**src/rtl/reg_file_pkg.sv**
```systemverilog
// Shared constants for the RV32I register file.
package reg_file_pkg;

   localparam int unsigned XlenDefault = 32;
   localparam int unsigned NumRegs     = 32;
   localparam int unsigned AddrW       = 5;
   localparam logic [AddrW-1:0] X0     = '0;

endpackage

```
**src/rtl/reg_file_if.sv**
```systemverilog
// Decode-side bus of the register file: two read ports, write port, scoreboard, stall.
interface reg_file_if #(
   parameter int unsigned XLEN = 32
);

   logic [reg_file_pkg::AddrW-1:0] rs1_addr;
   logic [reg_file_pkg::AddrW-1:0] rs2_addr;
   logic [XLEN-1:0]                rs1_data;
   logic [XLEN-1:0]                rs2_data;
   logic                           rs1_used;
   logic                           rs2_used;
   logic                           we;
   logic [reg_file_pkg::AddrW-1:0] rd_addr;
   logic [XLEN-1:0]                rd_data;
   logic                           pend_set;
   logic [reg_file_pkg::AddrW-1:0] pend_addr;
   logic                           hazard;

   modport master (
      output rs1_addr, rs2_addr, rs1_used, rs2_used, we, rd_addr, rd_data, pend_set, pend_addr,
      input  rs1_data, rs2_data, hazard
   );

   modport slave (
      input  rs1_addr, rs2_addr, rs1_used, rs2_used, we, rd_addr, rd_data, pend_set, pend_addr,
      output rs1_data, rs2_data, hazard
   );

endinterface

```
**src/rtl/mux2_1.sv**
```systemverilog
// Single-bit 2:1 mux cell: y = s ? b : a.
module mux2_1 (
   input  logic a_i,
   input  logic b_i,
   input  logic s_i,
   output logic y_o
);

   assign y_o = s_i ? b_i : a_i;

endmodule

```
**src/rtl/rf_word.sv**
```systemverilog
// Load-enable word register; hold/load selected per bit through a 2:1 mux.
module rf_word #(
   parameter int unsigned XLEN = 32
) (
   input  logic            clk_i,
   input  logic            rst_ni,
   input  logic            load_i,
   input  logic [XLEN-1:0] d_i,
   output logic [XLEN-1:0] q_o
);

   logic [XLEN-1:0] q_q;
   logic [XLEN-1:0] q_d;

   for (genvar i = 0; i < XLEN; i++) begin : g_bit
      mux2_1 u_mux (
         .a_i (q_q[i]),
         .b_i (d_i[i]),
         .s_i (load_i),
         .y_o (q_d[i])
      );
   end

   // Word storage with asynchronous clear.
   always_ff @(posedge clk_i or negedge rst_ni) begin
      if (!rst_ni) begin
         q_q <= '0;
      end else begin
         q_q <= q_d;
      end
   end

   assign q_o = q_q;

endmodule

```
**src/rtl/reg_file.sv**
```systemverilog
// 32 x XLEN register file: two combinational read ports with optional write bypass,
// one synchronous write port and a pending-write scoreboard driving the decode stall.
module reg_file import reg_file_pkg::*; #(
   parameter int unsigned XLEN   = XlenDefault,
   parameter bit          BYPASS = 1'b1
) (
   input  logic       clk_i,
   input  logic       rst_ni,
   reg_file_if.slave  rf_io
);

   logic [NumRegs-1:0][XLEN-1:0] regs;
   logic [NumRegs-1:0]           pend_q;
   logic [NumRegs-1:0]           pend_d;
   logic                         byp1;
   logic                         byp2;
   logic                         stall1;
   logic                         stall2;

   // x0 has no storage and always reads as zero.
   assign regs[0] = '0;

   for (genvar i = 1; i < NumRegs; i++) begin : g_word
      rf_word #(
         .XLEN (XLEN)
      ) u_word (
         .clk_i  (clk_i),
         .rst_ni (rst_ni),
         .load_i (rf_io.we && (rf_io.rd_addr == AddrW'(i))),
         .d_i    (rf_io.rd_data),
         .q_o    (regs[i])
      );
   end

   assign byp1 = BYPASS && rf_io.we && (rf_io.rd_addr == rf_io.rs1_addr);
   assign byp2 = BYPASS && rf_io.we && (rf_io.rd_addr == rf_io.rs2_addr);

   // Read ports; outputs forced to zero while reset is held so the bypass cannot leak through.
   always_comb begin
      rf_io.rs1_data = '0;
      rf_io.rs2_data = '0;
      if (rst_ni && (rf_io.rs1_addr != X0)) begin
         rf_io.rs1_data = byp1 ? rf_io.rd_data : regs[rf_io.rs1_addr];
      end
      if (rst_ni && (rf_io.rs2_addr != X0)) begin
         rf_io.rs2_data = byp2 ? rf_io.rd_data : regs[rf_io.rs2_addr];
      end
   end

   // Scoreboard next state: clear on write, then set, so a newly issued producer wins.
   always_comb begin
      pend_d = pend_q;
      if (rf_io.we) begin
         pend_d[rf_io.rd_addr] = 1'b0;
      end
      if (rf_io.pend_set) begin
         pend_d[rf_io.pend_addr] = 1'b1;
      end
      pend_d[X0] = 1'b0;
   end

   // Scoreboard storage.
   always_ff @(posedge clk_i or negedge rst_ni) begin
      if (!rst_ni) begin
         pend_q <= '0;
      end else begin
         pend_q <= pend_d;
      end
   end

   // Stall a used source that is pending, unless the completing write is forwarded this cycle.
   always_comb begin
      stall1 = rf_io.rs1_used && (rf_io.rs1_addr != X0) && pend_q[rf_io.rs1_addr] && !byp1;
      stall2 = rf_io.rs2_used && (rf_io.rs2_addr != X0) && pend_q[rf_io.rs2_addr] && !byp2;
      rf_io.hazard = rst_ni && (stall1 || stall2);
   end

endmodule
```
**src/flat_wrapper.sv**
```systemverilog
// flat-port wrapper written by rule: the top's interface ports become plain ports
module reg_file_flat import reg_file_pkg::*;
#(
   parameter int unsigned XLEN   = XlenDefault,
   parameter bit          BYPASS = 1'b1
)
  (clk_i, rst_ni, rf_io_rs1_addr, rf_io_rs2_addr, rf_io_rs1_used, rf_io_rs2_used, rf_io_we, rf_io_rd_addr, rf_io_rd_data, rf_io_pend_set, rf_io_pend_addr, rf_io_rs1_data, rf_io_rs2_data, rf_io_hazard);
  reg_file_if #(.XLEN(XLEN)) rf_io_i ();
  input  logic clk_i;
  input  logic rst_ni;
  input wire logic [$bits(rf_io_i.rs1_addr)-1:0] rf_io_rs1_addr;
  input wire logic [$bits(rf_io_i.rs2_addr)-1:0] rf_io_rs2_addr;
  input wire logic [$bits(rf_io_i.rs1_used)-1:0] rf_io_rs1_used;
  input wire logic [$bits(rf_io_i.rs2_used)-1:0] rf_io_rs2_used;
  input wire logic [$bits(rf_io_i.we)-1:0] rf_io_we;
  input wire logic [$bits(rf_io_i.rd_addr)-1:0] rf_io_rd_addr;
  input wire logic [$bits(rf_io_i.rd_data)-1:0] rf_io_rd_data;
  input wire logic [$bits(rf_io_i.pend_set)-1:0] rf_io_pend_set;
  input wire logic [$bits(rf_io_i.pend_addr)-1:0] rf_io_pend_addr;
  output wire logic [$bits(rf_io_i.rs1_data)-1:0] rf_io_rs1_data;
  output wire logic [$bits(rf_io_i.rs2_data)-1:0] rf_io_rs2_data;
  output wire logic [$bits(rf_io_i.hazard)-1:0] rf_io_hazard;
  assign rf_io_i.rs1_addr = rf_io_rs1_addr;
  assign rf_io_i.rs2_addr = rf_io_rs2_addr;
  assign rf_io_i.rs1_used = rf_io_rs1_used;
  assign rf_io_i.rs2_used = rf_io_rs2_used;
  assign rf_io_i.we = rf_io_we;
  assign rf_io_i.rd_addr = rf_io_rd_addr;
  assign rf_io_i.rd_data = rf_io_rd_data;
  assign rf_io_i.pend_set = rf_io_pend_set;
  assign rf_io_i.pend_addr = rf_io_pend_addr;
  assign rf_io_rs1_data = rf_io_i.rs1_data;
  assign rf_io_rs2_data = rf_io_i.rs2_data;
  assign rf_io_hazard = rf_io_i.hazard;
  reg_file #(.XLEN(XLEN), .BYPASS(BYPASS)) u_core (.clk_i(clk_i), .rst_ni(rst_ni), .rf_io(rf_io_i));
endmodule
```
**config.mk**
```make
export PLATFORM = sky130hd
export DESIGN_NAME = reg_file_flat
export DESIGN_NICKNAME = d
export VERILOG_FILES = /design/src/rtl/reg_file_pkg.sv /design/src/rtl/reg_file_if.sv /design/src/rtl/mux2_1.sv /design/src/rtl/rf_word.sv /design/src/rtl/reg_file.sv /design/src/flat_wrapper.sv
export SDC_FILE = /design/constraint.sdc
export NUM_CORES = 2
export LEC_CHECK = 0
export CORE_MARGIN = 5
export CORE_UTILIZATION = 55
export DETAILED_ROUTE_END_ITERATION = 12
export PLACE_DENSITY = 0.74
export SETUP_SLACK_MARGIN = 0.2
export SLEW_MARGIN = 20
export SYNTH_ARGS = -nofsm -noshare
export SYNTH_HDL_FRONTEND = slang
export SYNTH_SLANG_ARGS = --single-unit
```
**constraint.sdc**
```tcl
create_clock -name clk_i -period 5.2 [get_ports clk_i]
set_clock_uncertainty 0.1 [all_clocks]
set_input_delay 0.78 -clock clk_i [delete_from_list [all_inputs] [get_ports clk_i]]
set_output_delay 0.78 -clock clk_i [all_outputs]
set_load 0.02 [all_outputs]
```
=== After elaboration in Yosys (flattened, before gate mapping) ===
Cells that the tools add are included.

* Add/subtract/negate cells: 0
* $mul: 0
* Divide/modulo/power cells: 0
* $lt $le $gt $ge: 6
* Equality and inequality tests: 33
* Shift operators: 0
* Mux-type cells: 18
* Bitwise gates (word level): 3
* Reductions and logical operators: 49

{| class="wikitable"
|+ Operator list
! kind !! count
|-
| 32-bit binary-select mux with 5-bit select || 2
|-
| 32-bit 2-to-1 mux || 8
|-
| 5-bit equality test, second input constant || 16
|-
| 1-bit logical AND || 44
|-
| 5-bit by 4-bit equality test with 1-bit output, second input constant || 8
|-
| 32-bit AND || 1
|-
| 32-bit inverter || 1
|-
| 32-bit bitwise OR || 1
|-
| 5-bit by 6-bit < comparator with 1-bit output, second input constant || 4
|-
| 5-bit by 3-bit equality test with 1-bit output, second input constant || 4
|-
| 1-bit binary-select mux with 5-bit select || 2
|-
| 1-bit demux with 5-bit select || 2
|-
| 5-bit by 2-bit equality test with 1-bit output, second input constant || 2
|-
| 5-bit equality test || 2
|-
| 5-bit by 1-bit >= comparator with 1-bit output, second input constant || 2
|-
| 5-bit nonzero test || 2
|-
| 5-bit by 1-bit equality test with 1-bit output, second input constant || 1
|-
| 1-bit 2-to-1 mux || 4
|-
| 1-bit logical NOT || 2
|-
| 1-bit logical OR || 1
|}

* Flip-flop bits (word level): 1023
* Latch bits: 0
* RAM bits: 0
* Memory bits (read-only): 0
* Input port bits: 58
* Output and inout bits: 65
* Word-level logic and storage cells: 141
* Memories: 0

=== Depth between registers and ports, before layout ===
* Depth in word-level cells: 9
* Gate-level depth with buffers: 9
* Depth with buffers taken out: 5

=== Hierarchy ===
A second synthesis with hierarchy kept.

* Cell total of the unflattened synthesis: 3714
* Area total of the unflattened synthesis: 58310.9 um^2

{| class="wikitable"
|+ By module, submodules not included
! module !! instances !! cells an instance !! area an instance (um^2) !! seq. area each (um^2)
|-
| rf_word || 31 || 32 || 800.8 || 800.8
|-
| reg_file || 1 || 1730 || 18592.8 || 775.7
|-
| mux2_1 || 992 || 1 || 15.0 || 0.0
|}

=== Worst setup path after synthesis ===
OpenSTA, ideal clock, no wires.

* Path kind: input -> output
* Start: in rf_io_rs1_addr[0]
* End: out rf_io_rs1_data[20]
* Data arrival time: 2.700 ns
* Data required time: 4.320 ns
* Setup slack: 1.620 ns
* Cell stages on the path: 9
* Buffers on the path: 5
* Path through: buf_6 -> buf_6 -> buf_6 -> buf_6 -> buf_4 -> a221oi_1 -> o311ai_0 -> nor2_1 -> o41ai_1

* Cells in the longest elaborated chain, start to end: 4
* Elaborated cells between the ends (all ways): 8
* Those cells by class: eq/ne: 1; mux: 4; reduce/logical: 3

{| class="wikitable"
|+ Ends and longest elaborated chain
! item !! RTL line !! text
|-
| from (decl) || flat_wrapper.sv:11 || <nowiki>input wire logic [$bits(rf_io_i.rs1_addr)-1:0] rf_io_rs1_addr;</nowiki>
|-
| 32-bit binary-select mux with 5-bit select or 5-bit equality test (tied branches) || reg_file.sv:43, reg_file.sv:35 ||
|-
| 32-bit 2-to-1 mux (implied by the code) or 1-bit logical AND (tied branches) || reg_file.sv:43, reg_file.sv:35 ||
|-
| 32-bit 2-to-1 mux || reg_file.sv:43 || <nowiki>rf_io.rs1_data = byp1 ? rf_io.rd_data : regs[rf_io.rs1_addr];</nowiki>
|-
| 32-bit 2-to-1 mux * || reg_file.sv:42 || <nowiki>if (rst_ni && (rf_io.rs1_addr != X0)) begin</nowiki>
|-
| to (decl) || flat_wrapper.sv:20 || <nowiki>output wire logic [$bits(rf_io_i.rs1_data)-1:0] rf_io_rs1_data;</nowiki>
|}

Every way passes the cells marked *; elsewhere a longest branch is shown, timed or not. The select of a mux whose other input is x is not followed.

=== Worst setup path after layout ===
* Start: in rf_io_rd_addr[3]
* End: out rf_io_rs2_data[6]

* Cells in the longest elaborated chain, start to end: 4

{| class="wikitable"
|+ Ends and longest elaborated chain
! item !! RTL line !! text
|-
| from (decl) || flat_wrapper.sv:16 || <nowiki>input wire logic [$bits(rf_io_i.rd_addr)-1:0] rf_io_rd_addr;</nowiki>
|-
| 5-bit equality test || reg_file.sv:36 || <nowiki>assign byp2 = BYPASS && rf_io.we && (rf_io.rd_addr == rf_io.rs2_addr);</nowiki>
|-
| 1-bit logical AND || reg_file.sv:36 ||
|-
| 32-bit 2-to-1 mux || reg_file.sv:46 || <nowiki>rf_io.rs2_data = byp2 ? rf_io.rd_data : regs[rf_io.rs2_addr];</nowiki>
|-
| 32-bit 2-to-1 mux || reg_file.sv:45 || <nowiki>if (rst_ni && (rf_io.rs2_addr != X0)) begin</nowiki>
|-
| to (decl) || flat_wrapper.sv:21 || <nowiki>output wire logic [$bits(rf_io_i.rs2_data)-1:0] rf_io_rs2_data;</nowiki>
|}

No other way between the ends.

==> summary.md <==
| Metric | Value |
|---|---|
| Max Fclk | 201.4 MHz |
| CORE AREA | 0.1001 mm2 |
| Number of buffers created by CTS | 110 |
| Synth Area in Adders | 0% |
| Syn nets | ~3,800 |
| Max Slew Vio Count | 0 |
| Largest net degree at the start of global routing | ~160 |
| Top FF cell, synth | dfrtp_1 |
| Max VDD drop | roughly 0.3 mV |
| GRT Total Usage | between 30 and 40% |
| Clock Latency Late Sink | between 700 and 800 ps |
| Distinct cell type count after synthesis | 57 |
| Register area | about 0.026 mm2 |
| Setup_tns | 0 ps |
| Starting Density | 55.37% |
| Detail Route Antenna Nets | 0 |
| Worst path required time | around 4300 ps |
| CTS clk-pin slew, worst paths | 50 ps |
| Mux contribution to synthesized area | 41.39% |
| Layout Nets | roughly 3,900 |
| DRC | 0 |
| Top Ports | between 100 and 150 |
| Crit Path Class | input port to primary output |
| Synth Area per Inst | around 15 um2 |
| Setup crit end kind | primary output |
| Post-route minimum period | a little under 5000 ps |
| CTS Buffer Depth | 3 |
| DRT Pass-1 Iters | 8 |
| CP Data Arrival Time | approximately 4100 ps |
| Vias | between 30,000 and 40,000 |
| Crit path max fanout | 10 |
| Most common cell after layout, fill and taps aside | mux2_2 |
| Asr flop ratio synth | 100.0% |
| Post-DP HPWL | between 100 and 150 mm |
| Sequential-to-total area share from yosys stat | between 40% and 50% |
| Filler cells | between 7,000 and 8,000 |
| Dpl ws | approximately 220 ps |
| Initial antenna violation count | 7 |
| Die height | approximately 330 um |
| Post-Synth Simple-Gate Area | roughly 2.5% |
| Xor/xnor share of the synthesized area | 0.1579% |
| Via density | roughly 7.3 |
| PD cells | around 380 mW/mm2 |
| Grt met1 use | 45.58% |
| Warnings from Yosys | 0 |
| Compound-Gate Fraction of Synth Area | just over 6% |
| IO buf count | between 100 and 150 |
| Avg WL per Cell | 35.15 um |
| Vias in the first global route | 39,040 |
| Fin. Hold Viols | 0 |
| Largest family of logic cells by synthesized area | multiplexers |
| Aggregate global routing overflow | 0 |
| Crit share post-route | 95.46% |
| CTS Sinks | between 1,000 and 1,500 |
| Max Cap Viol | 0 |
| DRT iter0 DRCs | 4,829 |
| Die width | about 330 um |
| Clock root buffer | clkbuf_16 |
| Die area | about 0.11 mm2 |
| Lkg Pwr | 26.57 nW |
| First-pass GRT wire length | 268.0 mm |
| Routability cong. | 0.8702 |
| Post-synth EDFFs | 0 |
| Most used routing layer | met2 |
| Worst setup slack after layout | roughly 240 ps |
| RSZ-0062 raised after global routing | false |
| CTS tree | yes |
| Met2 usage | between 50% and 60% |
| Post-Syn Area | around 0.055 mm2 |
| Layout cells sized above 1 | 51.30% |
| Worst Max-Slew Pin Slew | about 1100 ps |
| HP Class | flop to flop |
| GR Util met3 | a little under a tenth |
| H-tree depth | 3 |
| Slew HR | approximately a quarter |
| CP Launch Type | input port |
| DRT Wirelength | roughly 180 mm |
| Synth Instances | approximately 3,800 |
| Multi-input logic area | roughly 0.028 mm2 |
| # rows | around 120 |
| Status | complete, no violations |
| Seq cells post-synth | between 1,000 and 1,500 |
| Final Setup Violations | 0 |
| P&R area growth vs syn | 12.21% |
| Most frequent cells in the layout | mux2_2 (1,107), dfrtp_1 (1,023), mux4_2 (426) |
==> through the flow <==
step | cell area (um2) | std cells | hold slack [ps] | total power (W) | utilization [%]
detailed placement | 58620 | 4999 | 398.3 | 0.01575 | 58.54
global placement | 58620 | 4999 | 384.8 | 0.01551 | 58.53
global route | 62220 | 5195 | 429.4 | 0.02437 | 62.13
CTS | 62150 | 5191 | 412.6 | 0.02347 | 62.06
floorplan | 55450 | 3774 | 362.3 | 0.01413 | -
finish | 62220 | 5196 | 420.8 | 0.02351 | 62.13
==> kinds of logic (layout without fill, tap and decap cells) <==
group,after synthesis,in the layout
mux,1601,1601
flops,1023,1023
compound gates,444,444
buf+inv,418,539
simple gates,278,278
xor+xnor,10,10
other cells,0,3
==> timing repair <==
| item | in CTS | in global routing |
|---|---|---|
| hold buffers | 2 | 0 |
| setup endpoints to repair | 0 | 1 |
| buffers inserted | 0 | 0 |
| hold endpoints to repair | 28 | 0 |
| resized for setup | 0 | 1 |
==> final cells by class <==
type | instances | share of cell area (%)
Sequential cell | 1023 | 41.14
Multi-Input combinational cell | 2333 | 45.16
Timing Repair Buffer | 342 | 5.419
Antenna cell | 3 | 0.01206
Clock buffer | 160 | 5.049
Clock inverter | 30 | 0.5711
Tap cell | 1298 | 2.610
Inverter | 7 | 0.04223
==> sequential cells by signal, summed over array words and instances, names as in the netlist <==
signal	count
u_core.pend_q	31
u_core.g_word.u_word.q_o	992
==> per-layer routing <==
metal,part of all wire (%),vias to the layer above
met4,6.2,4
met2,45,2462
met3,11,617
li1,-,14880
met5,0.013,-
met1,37,20230
==> path summary, 6_finish.rpt <==
path	from	endpoint	slack [ps]	depth (start not counted)
min in group asynchronous	rst_ni	u_core.g_word[28].u_word.q_o[22]	580	3
max	rf_io_rd_addr[3]	rf_io_rs2_data[6]	240	9
max reg2reg	u_core.g_word[1].u_word.q_o[7]	u_core.g_word[1].u_word.q_o[7]	4290	1
min	u_core.g_word[10].u_word.q_o[6]	u_core.g_word[10].u_word.q_o[6]	420	1
max in group asynchronous	rst_ni	u_core.g_word[11].u_word.q_o[13]	1990	5
min reg2reg	u_core.g_word[10].u_word.q_o[6]	u_core.g_word[10].u_word.q_o[6]	420	1
==> cells in the mapped netlist (29+ instances only) <==
library cell,count,area [um2]
a22o_1,55,481.7
nand3_1,43,215.2
a221oi_1,60,525.5
o21ai_0,70,350.3
buf_4,40,300.3
mux2i_1,55,550.5
clkbuf_1,190,713.2
a22oi_1,36,270.3
mux4_2,426,9594
nor2_1,55,206.5
dfrtp_1,1023,25600
o22ai_1,41,256.5
nor2b_1,29,181.4
buf_2,122,610.6
nand2_1,71,266.5
buf_1,42,157.7
mux2_2,1107,12470
==> worst max-delay path, cell delays in order <==
cell and delay [ps]:
clkdlybuf4s50_1 640, xnor2_1 280, nand4_1 220, o21bai_4 660, buf_4 390, buf_4 240
a221oi_1 90, a22o_1 210, clkdlybuf4s50_1 540
==> power by group <==
group / internal [W] / switching (W)
clock network: 0.00442 / 0.00335
registers: 0.00954 / 0.00115
logic: 0.00300 / 0.00205
total: 0.0170 / 0.00656
Note: power is estimated with default switching activity, not from simulation.
